## config.mk

```make
export PLATFORM = sky130hd
export DESIGN_NAME = uart_transceiver
export DESIGN_NICKNAME = d
export VERILOG_FILES = /design/src/rtl/uart_pkg.sv /design/src/rtl/uart_rx_fifo.sv /design/src/rtl/uart_transceiver.sv
export SDC_FILE = /design/constraint.sdc
export NUM_CORES = 1
export LEC_CHECK = 0
export ABC_AREA = 1
export CAP_MARGIN = 30
export CELL_PAD_IN_SITES_DETAIL_PLACEMENT = 1
export CELL_PAD_IN_SITES_GLOBAL_PLACEMENT = 1
export CORE_UTILIZATION = 42
export CTS_CLUSTER_DIAMETER = 120
export DETAILED_ROUTE_END_ITERATION = 10
export HOLD_SLACK_MARGIN = 0.08
export PLACE_DENSITY_LB_ADDON = 0.3
export SKIP_CTS_REPAIR_TIMING = 1
export SYNTH_ARGS = -nofsm -noshare
export SYNTH_HDL_FRONTEND = slang
export SYNTH_SLANG_ARGS = --single-unit
```

## constraint.sdc

```tcl
create_clock -name clk -period 1.92 [get_ports clk]
set_input_delay 0.192 -clock clk [delete_from_list [all_inputs] [get_ports clk]]
set_output_delay 0.192 -clock clk [all_outputs]
set_load 0.02 [all_outputs]
```

## src/rtl/uart_pkg.sv

```systemverilog
// Shared definitions for the 8N1 UART transceiver: default rates, bit-timer sizing,
// FSM encodings and bit positions within the 2-bit port state word.
package uart_pkg;

    localparam int CLK_HZ_DEFAULT = 11059200;
    localparam int BAUD_DEFAULT   = 115200;
    localparam int DIV            = CLK_HZ_DEFAULT / BAUD_DEFAULT;
    localparam int BIT_CNT_W      = $clog2(DIV);

    localparam int STATE_TX_READY = 0;
    localparam int STATE_RX_VALID = 1;

    typedef enum logic [2:0] {
        ST_IDLE   = 3'd0,
        ST_START  = 3'd1,
        ST_DATA   = 3'd2,
        ST_PARITY = 3'd3,
        ST_STOP   = 3'd4
    } uart_fsm_e;

endpackage

```

## src/rtl/uart_rx_fifo.sv

```systemverilog
// Circular receive buffer, DEPTH x 8, show-ahead head that reads 0x00 when empty.
// A pop and a push in the same cycle on a full buffer both succeed.
module uart_rx_fifo #(
    parameter int DEPTH = 4
) (
    input  logic       clk,
    input  logic       rst,
    input  logic       push,
    input  logic [7:0] push_data,
    input  logic       pop,
    output logic [7:0] head,
    output logic       full,
    output logic       empty
);

    localparam int PW = $clog2(DEPTH);
    localparam int CW = PW + 1;

    logic [7:0]    mem [DEPTH];
    logic [PW-1:0] wr_ptr;
    logic [PW-1:0] rd_ptr;
    logic [CW-1:0] count;
    logic          do_push;
    logic          do_pop;

    assign full    = (count == CW'(DEPTH));
    assign empty   = (count == '0);
    assign do_pop  = pop && !empty;
    assign do_push = push && (!full || do_pop);
    assign head    = empty ? 8'h00 : mem[rd_ptr];

    always_ff @(posedge clk or negedge rst) begin
        if (!rst) begin
            wr_ptr <= '0;
            rd_ptr <= '0;
            count  <= '0;
        end else begin
            if (do_push) wr_ptr <= wr_ptr + PW'(1);
            if (do_pop)  rd_ptr <= rd_ptr + PW'(1);
            case ({do_push, do_pop})
                2'b10:   count <= count + CW'(1);
                2'b01:   count <= count - CW'(1);
                default: count <= count;
            endcase
        end
    end

    always_ff @(posedge clk) begin
        if (do_push) mem[wr_ptr] <= push_data;
    end

endmodule

```

## src/rtl/uart_transceiver.sv

```systemverilog
// Full-duplex UART core for serial port 2: TX FSM, synchronised RX FSM and RX FIFO.
// Defining UART_PARITY_EN adds an even parity bit between data and stop in both directions.
module uart_transceiver
    import uart_pkg::*;
#(
    parameter int CLK_HZ   = CLK_HZ_DEFAULT,
    parameter int BAUD     = BAUD_DEFAULT,
    parameter int RX_DEPTH = 4
) (
    input  logic       clk,
    input  logic       rst,
    input  logic       wr_en,
    input  logic [7:0] wr_data,
    input  logic       rd_en,
    output logic [7:0] rd_data,
    output logic [1:0] state,
    output logic       rx_overrun,
    output logic       frame_err,
    input  logic       rxd_pin,
    output logic       txd_pin
);

    localparam int BIT_DIV = CLK_HZ / BAUD;
    localparam int CW      = $clog2(BIT_DIV);
    localparam logic [CW-1:0] LAST      = CW'(BIT_DIV - 1);
    localparam logic [CW-1:0] HALF_LAST = CW'(BIT_DIV / 2 - 1);

    // ---------------- transmit ----------------
    uart_fsm_e     tx_state, tx_state_n;
    logic [CW-1:0] tx_cnt, tx_cnt_n;
    logic [2:0]    tx_idx, tx_idx_n;
    logic [7:0]    tx_sh, tx_sh_n;
    logic          txd_n;
`ifdef UART_PARITY_EN
    logic          tx_par, tx_par_n;
`endif

    always_ff @(posedge clk or negedge rst) begin
        if (!rst) begin
            tx_state <= ST_IDLE;
            tx_cnt   <= '0;
            tx_idx   <= '0;
            tx_sh    <= '0;
            txd_pin  <= 1'b1;
`ifdef UART_PARITY_EN
            tx_par   <= 1'b0;
`endif
        end else begin
            tx_state <= tx_state_n;
            tx_cnt   <= tx_cnt_n;
            tx_idx   <= tx_idx_n;
            tx_sh    <= tx_sh_n;
            txd_pin  <= txd_n;
`ifdef UART_PARITY_EN
            tx_par   <= tx_par_n;
`endif
        end
    end

    // txd_pin is registered, so each state's line level is set on the edge entering it.
    always_comb begin
        tx_state_n = tx_state;
        tx_cnt_n   = tx_cnt + CW'(1);
        tx_idx_n   = tx_idx;
        tx_sh_n    = tx_sh;
        txd_n      = txd_pin;
`ifdef UART_PARITY_EN
        tx_par_n   = tx_par;
`endif
        case (tx_state)
            ST_IDLE: begin
                tx_cnt_n = '0;
                txd_n    = 1'b1;
                if (wr_en) begin
                    tx_sh_n    = wr_data;
                    txd_n      = 1'b0;
                    tx_state_n = ST_START;
`ifdef UART_PARITY_EN
                    tx_par_n   = ^wr_data;
`endif
                end
            end
            ST_START: begin
                if (tx_cnt == LAST) begin
                    tx_cnt_n   = '0;
                    tx_idx_n   = '0;
                    txd_n      = tx_sh[0];
                    tx_state_n = ST_DATA;
                end
            end
            ST_DATA: begin
                if (tx_cnt == LAST) begin
                    tx_cnt_n = '0;
                    tx_sh_n  = {1'b0, tx_sh[7:1]};
                    if (tx_idx == 3'd7) begin
`ifdef UART_PARITY_EN
                        txd_n      = tx_par;
                        tx_state_n = ST_PARITY;
`else
                        txd_n      = 1'b1;
                        tx_state_n = ST_STOP;
`endif
                    end else begin
                        tx_idx_n = tx_idx + 3'd1;
                        txd_n    = tx_sh[1];
                    end
                end
            end
`ifdef UART_PARITY_EN
            ST_PARITY: begin
                if (tx_cnt == LAST) begin
                    tx_cnt_n   = '0;
                    txd_n      = 1'b1;
                    tx_state_n = ST_STOP;
                end
            end
`endif
            ST_STOP: begin
                if (tx_cnt == LAST) begin
                    tx_cnt_n   = '0;
                    tx_state_n = ST_IDLE;
                end
            end
            default: begin
                tx_cnt_n   = '0;
                txd_n      = 1'b1;
                tx_state_n = ST_IDLE;
            end
        endcase
    end

    // ---------------- receive ----------------
    logic [1:0]    rx_sync;
    logic          rx_s;
    logic          rx_prev;
    uart_fsm_e     rx_state, rx_state_n;
    logic [CW-1:0] rx_cnt, rx_cnt_n;
    logic [2:0]    rx_idx, rx_idx_n;
    logic [7:0]    rx_sh, rx_sh_n;
    logic          rx_push;
    logic          frame_err_n;
    logic          rx_good;
`ifdef UART_PARITY_EN
    logic          rx_par_ok, rx_par_ok_n;
`endif

    assign rx_s = rx_sync[1];

    always_ff @(posedge clk or negedge rst) begin
        if (!rst) begin
            rx_sync   <= 2'b11;
            rx_prev   <= 1'b1;
            rx_state  <= ST_IDLE;
            rx_cnt    <= '0;
            rx_idx    <= '0;
            rx_sh     <= '0;
            frame_err <= 1'b0;
`ifdef UART_PARITY_EN
            rx_par_ok <= 1'b0;
`endif
        end else begin
            rx_sync   <= {rx_sync[0], rxd_pin};
            rx_prev   <= rx_s;
            rx_state  <= rx_state_n;
            rx_cnt    <= rx_cnt_n;
            rx_idx    <= rx_idx_n;
            rx_sh     <= rx_sh_n;
            frame_err <= frame_err_n;
`ifdef UART_PARITY_EN
            rx_par_ok <= rx_par_ok_n;
`endif
        end
    end

`ifdef UART_PARITY_EN
    assign rx_good = rx_s && rx_par_ok;
`else
    assign rx_good = rx_s;
`endif

    // Only a high-to-low transition arms START, so a line held low after a bad frame stays ignored.
    always_comb begin
        rx_state_n  = rx_state;
        rx_cnt_n    = rx_cnt + CW'(1);
        rx_idx_n    = rx_idx;
        rx_sh_n     = rx_sh;
        rx_push     = 1'b0;
        frame_err_n = 1'b0;
`ifdef UART_PARITY_EN
        rx_par_ok_n = rx_par_ok;
`endif
        case (rx_state)
            ST_IDLE: begin
                rx_cnt_n = '0;
                if (rx_prev && !rx_s) rx_state_n = ST_START;
            end
            ST_START: begin
                if (rx_cnt == HALF_LAST) begin
                    rx_cnt_n   = '0;
                    rx_idx_n   = '0;
                    rx_state_n = rx_s ? ST_IDLE : ST_DATA;
                end
            end
            ST_DATA: begin
                if (rx_cnt == LAST) begin
                    rx_cnt_n = '0;
                    rx_sh_n  = {rx_s, rx_sh[7:1]};
                    if (rx_idx == 3'd7) begin
`ifdef UART_PARITY_EN
                        rx_state_n = ST_PARITY;
`else
                        rx_state_n = ST_STOP;
`endif
                    end else begin
                        rx_idx_n = rx_idx + 3'd1;
                    end
                end
            end
`ifdef UART_PARITY_EN
            ST_PARITY: begin
                if (rx_cnt == LAST) begin
                    rx_cnt_n    = '0;
                    rx_par_ok_n = (rx_s == ^rx_sh);
                    rx_state_n  = ST_STOP;
                end
            end
`endif
            ST_STOP: begin
                if (rx_cnt == LAST) begin
                    rx_cnt_n    = '0;
                    rx_state_n  = ST_IDLE;
                    rx_push     = rx_good;
                    frame_err_n = !rx_good;
                end
            end
            default: begin
                rx_cnt_n   = '0;
                rx_state_n = ST_IDLE;
            end
        endcase
    end

    // ---------------- FIFO and status ----------------
    logic fifo_full;
    logic fifo_empty;

    uart_rx_fifo #(.DEPTH(RX_DEPTH)) u_rx_fifo (
        .clk       (clk),
        .rst       (rst),
        .push      (rx_push),
        .push_data (rx_sh),
        .pop       (rd_en),
        .head      (rd_data),
        .full      (fifo_full),
        .empty     (fifo_empty)
    );

    // A same-cycle read frees a slot, so a push into a full FIFO only overruns without rd_en.
    always_ff @(posedge clk or negedge rst) begin
        if (!rst)                       rx_overrun <= 1'b0;
        else if (rd_en)                 rx_overrun <= 1'b0;
        else if (rx_push && fifo_full)  rx_overrun <= 1'b1;
    end

    assign state[STATE_TX_READY] = (tx_state == ST_IDLE);
    assign state[STATE_RX_VALID] = !fifo_empty;

endmodule

```

==> flow_results.xml, run 1 <==
<?xml version="1.0" encoding="UTF-8"?>
<metrics>
  <group name="status">
    <metric name="run_status" unit="">finished, final reports clean</metric>
  </group>
  <group name="clock_tree">
    <metric name="cts_made_buffers" unit="">9</metric>
    <metric name="cts_tree" unit="">built</metric>
    <metric name="cts_sinks" unit="">87</metric>
    <metric name="clk_path_buf_depth" unit="">2</metric>
    <metric name="clkLatencyLatePin" unit="ns">0.35</metric>
    <metric name="ctsRootBufferMaster" unit="">clkbuf_8</metric>
    <metric name="clk_pin_slew_worst_paths" unit="ns">0.09</metric>
    <metric name="h-tree-depth" unit="">3</metric>
  </group>
  <group name="timing">
    <metric name="period_needed" unit="ns">1.84</metric>
    <metric name="worst_pin_slew" unit="ns">0.524</metric>
    <metric name="min_period_over_period" unit="">0.958</metric>
    <metric name="unrepaired_setup_endpoints_after_global_routing" unit="">false</metric>
    <metric name="setup_ws" unit="ns">0.0802</metric>
    <metric name="highest_achievable_clock_rate" unit="MHz">544</metric>
    <metric name="hold_viol" unit="">0</metric>
    <metric name="worst_slew_margin_rel" unit="">0.651</metric>
    <metric name="setup_viol" unit="">0</metric>
    <metric name="setup-tns-final" unit="ns">0</metric>
    <metric name="worst_clock_skew" unit="ns">0.0101</metric>
    <metric name="slew_violations" unit="">0</metric>
    <metric name="whs" unit="ns">0.249</metric>
  </group>
  <group name="floorplan">
    <metric name="top_level_ports" unit="">26</metric>
    <metric name="die_x" unit="µm">100</metric>
    <metric name="floorplan.initialDensity" unit="">0.436</metric>
    <metric name="rows" unit="">35</metric>
    <metric name="core_area" unit="µm²">9280</metric>
    <metric name="floorplan.die_area" unit="µm²">10000</metric>
    <metric name="floorplan.die.height" unit="µm">100</metric>
  </group>
  <group name="detailed_routing">
    <metric name="dr.pass1.iters" unit="">4</metric>
    <metric name="drc" unit="">0</metric>
    <metric name="dr.first_iter.drc_count" unit="">68</metric>
    <metric name="routed_via_density" unit="">4.77</metric>
    <metric name="num_vias" unit="">2781</metric>
    <metric name="wl" unit="mm">8.11</metric>
    <metric name="ant_nets" unit="">0</metric>
    <metric name="routedWlPerCell" unit="µm">13.9</metric>
  </group>
  <group name="synth">
    <metric name="synth_top_flop_cell" unit="">dfrtp_1</metric>
    <metric name="ys_types" unit="">36</metric>
    <metric name="synthesis.nets" unit="">429</metric>
    <metric name="synth.top_cells.by_area" unit="">dfrtp_1 32%, edfxtp_1 24%, nand2_1 5.7%</metric>
    <metric name="number_of_storage_elements_in_the_synthesis_netlist" unit="">87</metric>
    <metric name="synth.cell_area" unit="µm²">4050</metric>
    <metric name="fraction_of_registers_with_async_set_reset" unit="">0.632</metric>
    <metric name="synth_warnings" unit="">0</metric>
    <metric name="synth_top_cell_by_area" unit="">dfrtp_1</metric>
    <metric name="synth.yosys.seq_area_share" unit="">0.578</metric>
    <metric name="syn-mean-instance-area" unit="µm²">10.0</metric>
    <metric name="area_share_of_the_largest_cell_type_after_synthesis" unit="">0.315</metric>
    <metric name="postSynthCellCount" unit="">405</metric>
    <metric name="synth_edf_count" unit="">32</metric>
  </group>
  <group name="critical_path">
    <metric name="arrival_time_worst_endpoint" unit="ns">1.65</metric>
    <metric name="worst-path-max-fanout" unit="">18</metric>
    <metric name="timing.reg2reg.setup_slack" unit="ns">0.12</metric>
    <metric name="setup.worst_path.class" unit="">flip-flop to output port</metric>
    <metric name="reg2reg_to" unit="">u_rx_fifo.count[2]$_DFFE_PN0P_</metric>
    <metric name="required" unit="ns">1.73</metric>
    <metric name="setup.worst_path.start_class" unit="">flip-flop</metric>
    <metric name="reg2regPathDepth" unit="">12</metric>
    <metric name="r2r-start" unit="">rx_cnt[0]$_DFF_PN0_</metric>
    <metric name="critical_path.endpoint_type" unit="">output port</metric>
  </group>
  <group name="grt">
    <metric name="gr-total-overflow" unit="">0</metric>
    <metric name="groute.usage.overall" unit="">0.178</metric>
    <metric name="global_route_wire_length_before_repair" unit="mm">13.8</metric>
    <metric name="grt_antenna_before_repair" unit="">0</metric>
    <metric name="vias_in_the_first_global_route" unit="">2932</metric>
    <metric name="maximum_number_of_pins_on_one_net_before_global_route_repair" unit="">36</metric>
  </group>
  <group name="worst_hold_path">
    <metric name="hold_path_startpoint" unit="">rxd_pin</metric>
    <metric name="hp-class" unit="">input pin to flip-flop</metric>
    <metric name="worstHoldEndpoint" unit="">rx_sync[0]$_DFF_PN1_</metric>
    <metric name="hold_path_depth" unit="">1</metric>
  </group>
  <group name="pwr">
    <metric name="power_leakage" unit="µW">0.00234</metric>
    <metric name="power-per-cell-area" unit="nW/µm²">1170</metric>
    <metric name="ir_drop" unit="mV">0.521</metric>
  </group>
  <group name="final_layout">
    <metric name="num-fill-cells" unit="">1073</metric>
    <metric name="areaGrowthSynthToFinish" unit="%">17.8</metric>
    <metric name="nets" unit="">473</metric>
    <metric name="antenna_cells_inserted" unit="">0</metric>
    <metric name="post_route_cells_drive_above_1_share" unit="">0.183</metric>
  </group>
  <group name="placement">
    <metric name="place_worst_setup_slack" unit="ns">0.0685</metric>
    <metric name="gp_congestion" unit="">0.784</metric>
    <metric name="io_buffers" unit="">25</metric>
    <metric name="dp.final_hpwl" unit="mm">5.88</metric>
  </group>
  <group name="run">
    <metric name="maxCapViolations" unit="">0</metric>
  </group>
</metrics>
-- cell usage in the layout (no fill, tap or decap), types with 5 or more instances in the layout --
cell type        instances
clkdlybuf4s50_1         14
o21ai_2                  8
a21oi_1                 14
dlymetal6s2s_1           9
o21ai_0                 40
nor3_1                   6
inv_1                   48
nor2_1                  59
nand3_1                 12
xor2_1                   6
nand2_1                 61
dfrtp_1                 51
nand2_2                  5
buf_4                   13
edfxtp_1                32
nand2_4                  5
clkbuf_8                 9
inv_2                    8
ha_1                     9
-- power breakdown --
group | switching [µW] | total, µW | internal [µW]
Clock | 657 | 1260 | 603
Sequential | 177 | 2330 | 2150
Combinational | 1180 | 1990 | 810
-- cell type report --
cell class | count | area, µm² | area share
clock inverters | 7 | 73.8 | 0.0155
inverters | 56 | 210 | 0.0440
clock buffers | 9 | 124 | 0.0260
repair buffers | 41 | 410 | 0.0860
flip-flops and latches | 87 | 2340 | 0.491
multi-input cells | 254 | 1450 | 0.304
well taps | 129 | 161 | 0.0338
-- flip-flops by register name, indices dropped and copies added (netlist names) --
name              flops
rx_sync               2
rx_idx                3
tx_idx                3
rx_overrun            1
u_rx_fifo.mem        32
u_rx_fifo.rd_ptr      2
u_rx_fifo.count       3
tx_cnt                7
tx_state              3
rx_cnt                7
frame_err             1
rx_state              3
u_rx_fifo.wr_ptr      2
rx_prev               1
txd_pin               1
tx_sh                 8
rx_sh                 8
-- critical path: stages, from the launching register on --
cell	delay [ns]
dfrtp_1	0.40
buf_12	0.16
inv_2	0.06
buf_4	0.14
o21ai_0	0.09
a21oi_1	0.18
dlymetal6s2s_1	0.26
-- Yosys cell counts, types with 2 or more instances --
cell      number
edfxtp_1      32
nor2_1        59
inv_1         49
dfstp_2        4
nor2_4         3
clkbuf_1       3
o21ai_2        8
nor2_2         3
nand2_4        5
a21oi_2        4
nor3_1         6
buf_2          2
a21oi_1       14
nand3_4        2
nand2_1       61
nand3_1       12
o21ai_0       40
nand4_1        3
inv_2          7
dfrtp_1       51
nand2_2        5
buf_6          2
o21ai_1        3
ha_1          10
xor2_1         6
-- per-layer routing --
metal / track usage / vias to the layer above / wire, µm
met4: 0.0569 / 0 / 94
met2: 0.303 / 30 / 4110
met3: 0.0376 / 8 / 199
met1: 0.229 / 1345 / 3710
met5: 0 / - / 0
li1: - / 1398 / -
-- worst max-delay path by stage --
stage	from	endpoint	slack, ns	cells past startpoint
floorplan	rx_cnt[0]$_DFF_PN0_	u_rx_fifo.mem[0][0]$_DFFE_PP_	0.04	5
global placement	rx_cnt[0]$_DFF_PN0_	u_rx_fifo.count[2]$_DFFE_PN0P_	0.13	12
detailed placement	rx_cnt[0]$_DFF_PN0_	u_rx_fifo.count[2]$_DFFE_PN0P_	0.07	12
CTS	u_rx_fifo.rd_ptr[0]$_DFFE_PN0P_	rd_data[4]	-0.30	6
global route	u_rx_fifo.rd_ptr[0]$_DFFE_PN0P_	rd_data[3]	0.006	6
finish	u_rx_fifo.rd_ptr[0]$_DFFE_PN0P_	rd_data[4]	0.08	6
-- stage by stage --
step	area (µm²)	power [µW]	util	instances
floorplan	4050	3670	-	405
global placement	4540	4330	0.489	565
detailed placement	4540	4410	0.489	565
CTS	4730	5690	0.510	581
global route	4770	5990	0.514	583
finish	4770	5590	0.514	583
-- cell families (layout without fill, tap and decap cells) --
logic type / Yosys count / count (layout) / share of synthesized area
flops: 87 / 87 / 0.578
compound gates: 72 / 72 / 0.105
buf+inv: 64 / 113 / 0.0645
fa+ha+maj: 11 / 11 / 0.0358
xor+xnor: 8 / 8 / 0.0191
mux: 1 / 1 / 0.00370
simple gates: 162 / 162 / 0.194
No activity file was read; power rests on OpenSTA's default activity.
==> run 2, diff against run 1 <==
SLEW_MARGIN = 20   (was default)
==> results of run 2 <==
Final layout, timing and power as in run 1 (identical DEF).
==> edit: new RTL, settings of run 1 <==
The 5 states of `uart_fsm_e` get a Gray code encoding in 3 bits.
--- a/src/rtl/uart_pkg.sv
+++ b/src/rtl/uart_pkg.sv
@@ -11,11 +11,11 @@
     localparam int STATE_RX_VALID = 1;
 
     typedef enum logic [2:0] {
-        ST_IDLE   = 3'd0,
-        ST_START  = 3'd1,
-        ST_DATA   = 3'd2,
-        ST_PARITY = 3'd3,
-        ST_STOP   = 3'd4
+        ST_IDLE   = 3'b000,
+        ST_START  = 3'b001,
+        ST_DATA   = 3'b011,
+        ST_PARITY = 3'b010,
+        ST_STOP   = 3'b110
     } uart_fsm_e;
 
 endpackage
Behaviour: same outputs for any inputs over 10 cycles, from zero or initial values and one cycle with rst low; not proved beyond that.
==> edit against run 1 <==
Setup slack worse by 0.027 ns; area after synthesis is 0.15% higher; via count is 4.9% higher; power is 14% higher; routed wire length is 2.2% higher; sequential cell count stayed put; global-route usage is 0.11 points higher; cell area is 2.0% higher; critical path type unchanged; largest cell class unchanged; largest power group is now combinational logic.
==> edit: results <==
group,metric,value,unit
synth,synth.area.top_cells,"dfrtp_1 (31%), edfxtp_1 (24%), nand2_1 (5.7%)",
placement,placed_cell_area,4590,sq um
global_routing,grt_use_met1,0.230,
worst_setup_path,arrival,1.67,ns
layout,area_growth_syn_to_layout,20.0,%
worst_setup_path,cp_max_fo,17,
drt,met2_wirelength,4280,microns
synth,synth-edff-count,32,
placement,gp_congestion,0.759,
cts,clockBufferDepth,2,
power_and_ir_drop,p_leak,2.29,nW
drt,drt-met1-wl,3710,microns
synth,synth_xor_area_frac,0.0237,
power_and_ir_drop,peakVddDrop,447,uV
sta,period_minus_slack,1.87,ns
run_status,status,"finished clean",
synth,synth.area.mux_share,0,
drt,dr_wl_met3,203,microns
global_routing,met2_usage,0.304,
sta,worstMarginPinSlew,0.359,ns
layout,instances_no_fill,602,
global_routing,grt_pass1_vias,2933,
layout,drive_gt1_frac,0.195,
layout,finish.net_count,493,
placement,pre_cts_slack,-0.131,ns
drt,wire_per_inst,13.8,microns
synth,synth-compound-area-share,0.0922,
worst_setup_path,crit_end,"rd_data[3]",
synth,synth_nets,439,
worst_setup_path,rr_worst_depth,10,
worst_setup_path,r2r-end,"u_rx_fifo.count[2]",
synth,yosysUniqueCellTypes,35,
worst_hold_path,holdPathStages,1,
synth,synth_seq_area_share,0.577,
global_routing,antenna_found_initial,0,
worst_setup_path,cpPeakStageDelay,0.42,ns
sta,holdWs,0.243,ns
synth,synthAdderAreaFrac,0.0389,
drt,drtIter0Drc,106,
synth,synth_cells,414,
synth,synthTopCellsByCount,"nand2_1 (62), nor2_1 (58), dfrtp_1 (51)",
global_routing,track_usage,0.180,
global_routing,grt_util_met3,0.0348,
drt,vias_per_cell,4.85,
placement,place_inst,580,
layout,fillCellCount,1088,
sta,fin_skew,0.0110,ns
edit: cell count changes in the layout (fill, tap and decap cells not counted), sizes merged, moves of 2 or more:
cell | before | now
buf | 16 | 26
clkbuf | 10 | 13
clkinv | 5 | 2
clkinvlp | 1 | 4
dlymetal6s2s | 9 | 4
nand3 | 15 | 23
nor2 | 66 | 70
nor3 | 6 | 1
xor2 | 7 | 9
edit: layout make-up:
cell class                      instances  area share
Tap cell                              129      0.0332
Multi-Input combinational cell        265       0.308
Sequential cell                        87       0.481
Inverter                               55      0.0437
Clock buffer                           10      0.0283
Timing Repair inverter                  1     0.00103
Clock inverter                          6      0.0139
Timing Repair Buffer                   49      0.0907
edit: where the power goes:
group	internal, mW	total [mW]	switching [mW]
Clock	0.644	1.33	0.681
Combinational	1.03	2.64	1.62
Sequential	2.19	2.40	0.210
Total	3.86	6.37	2.51
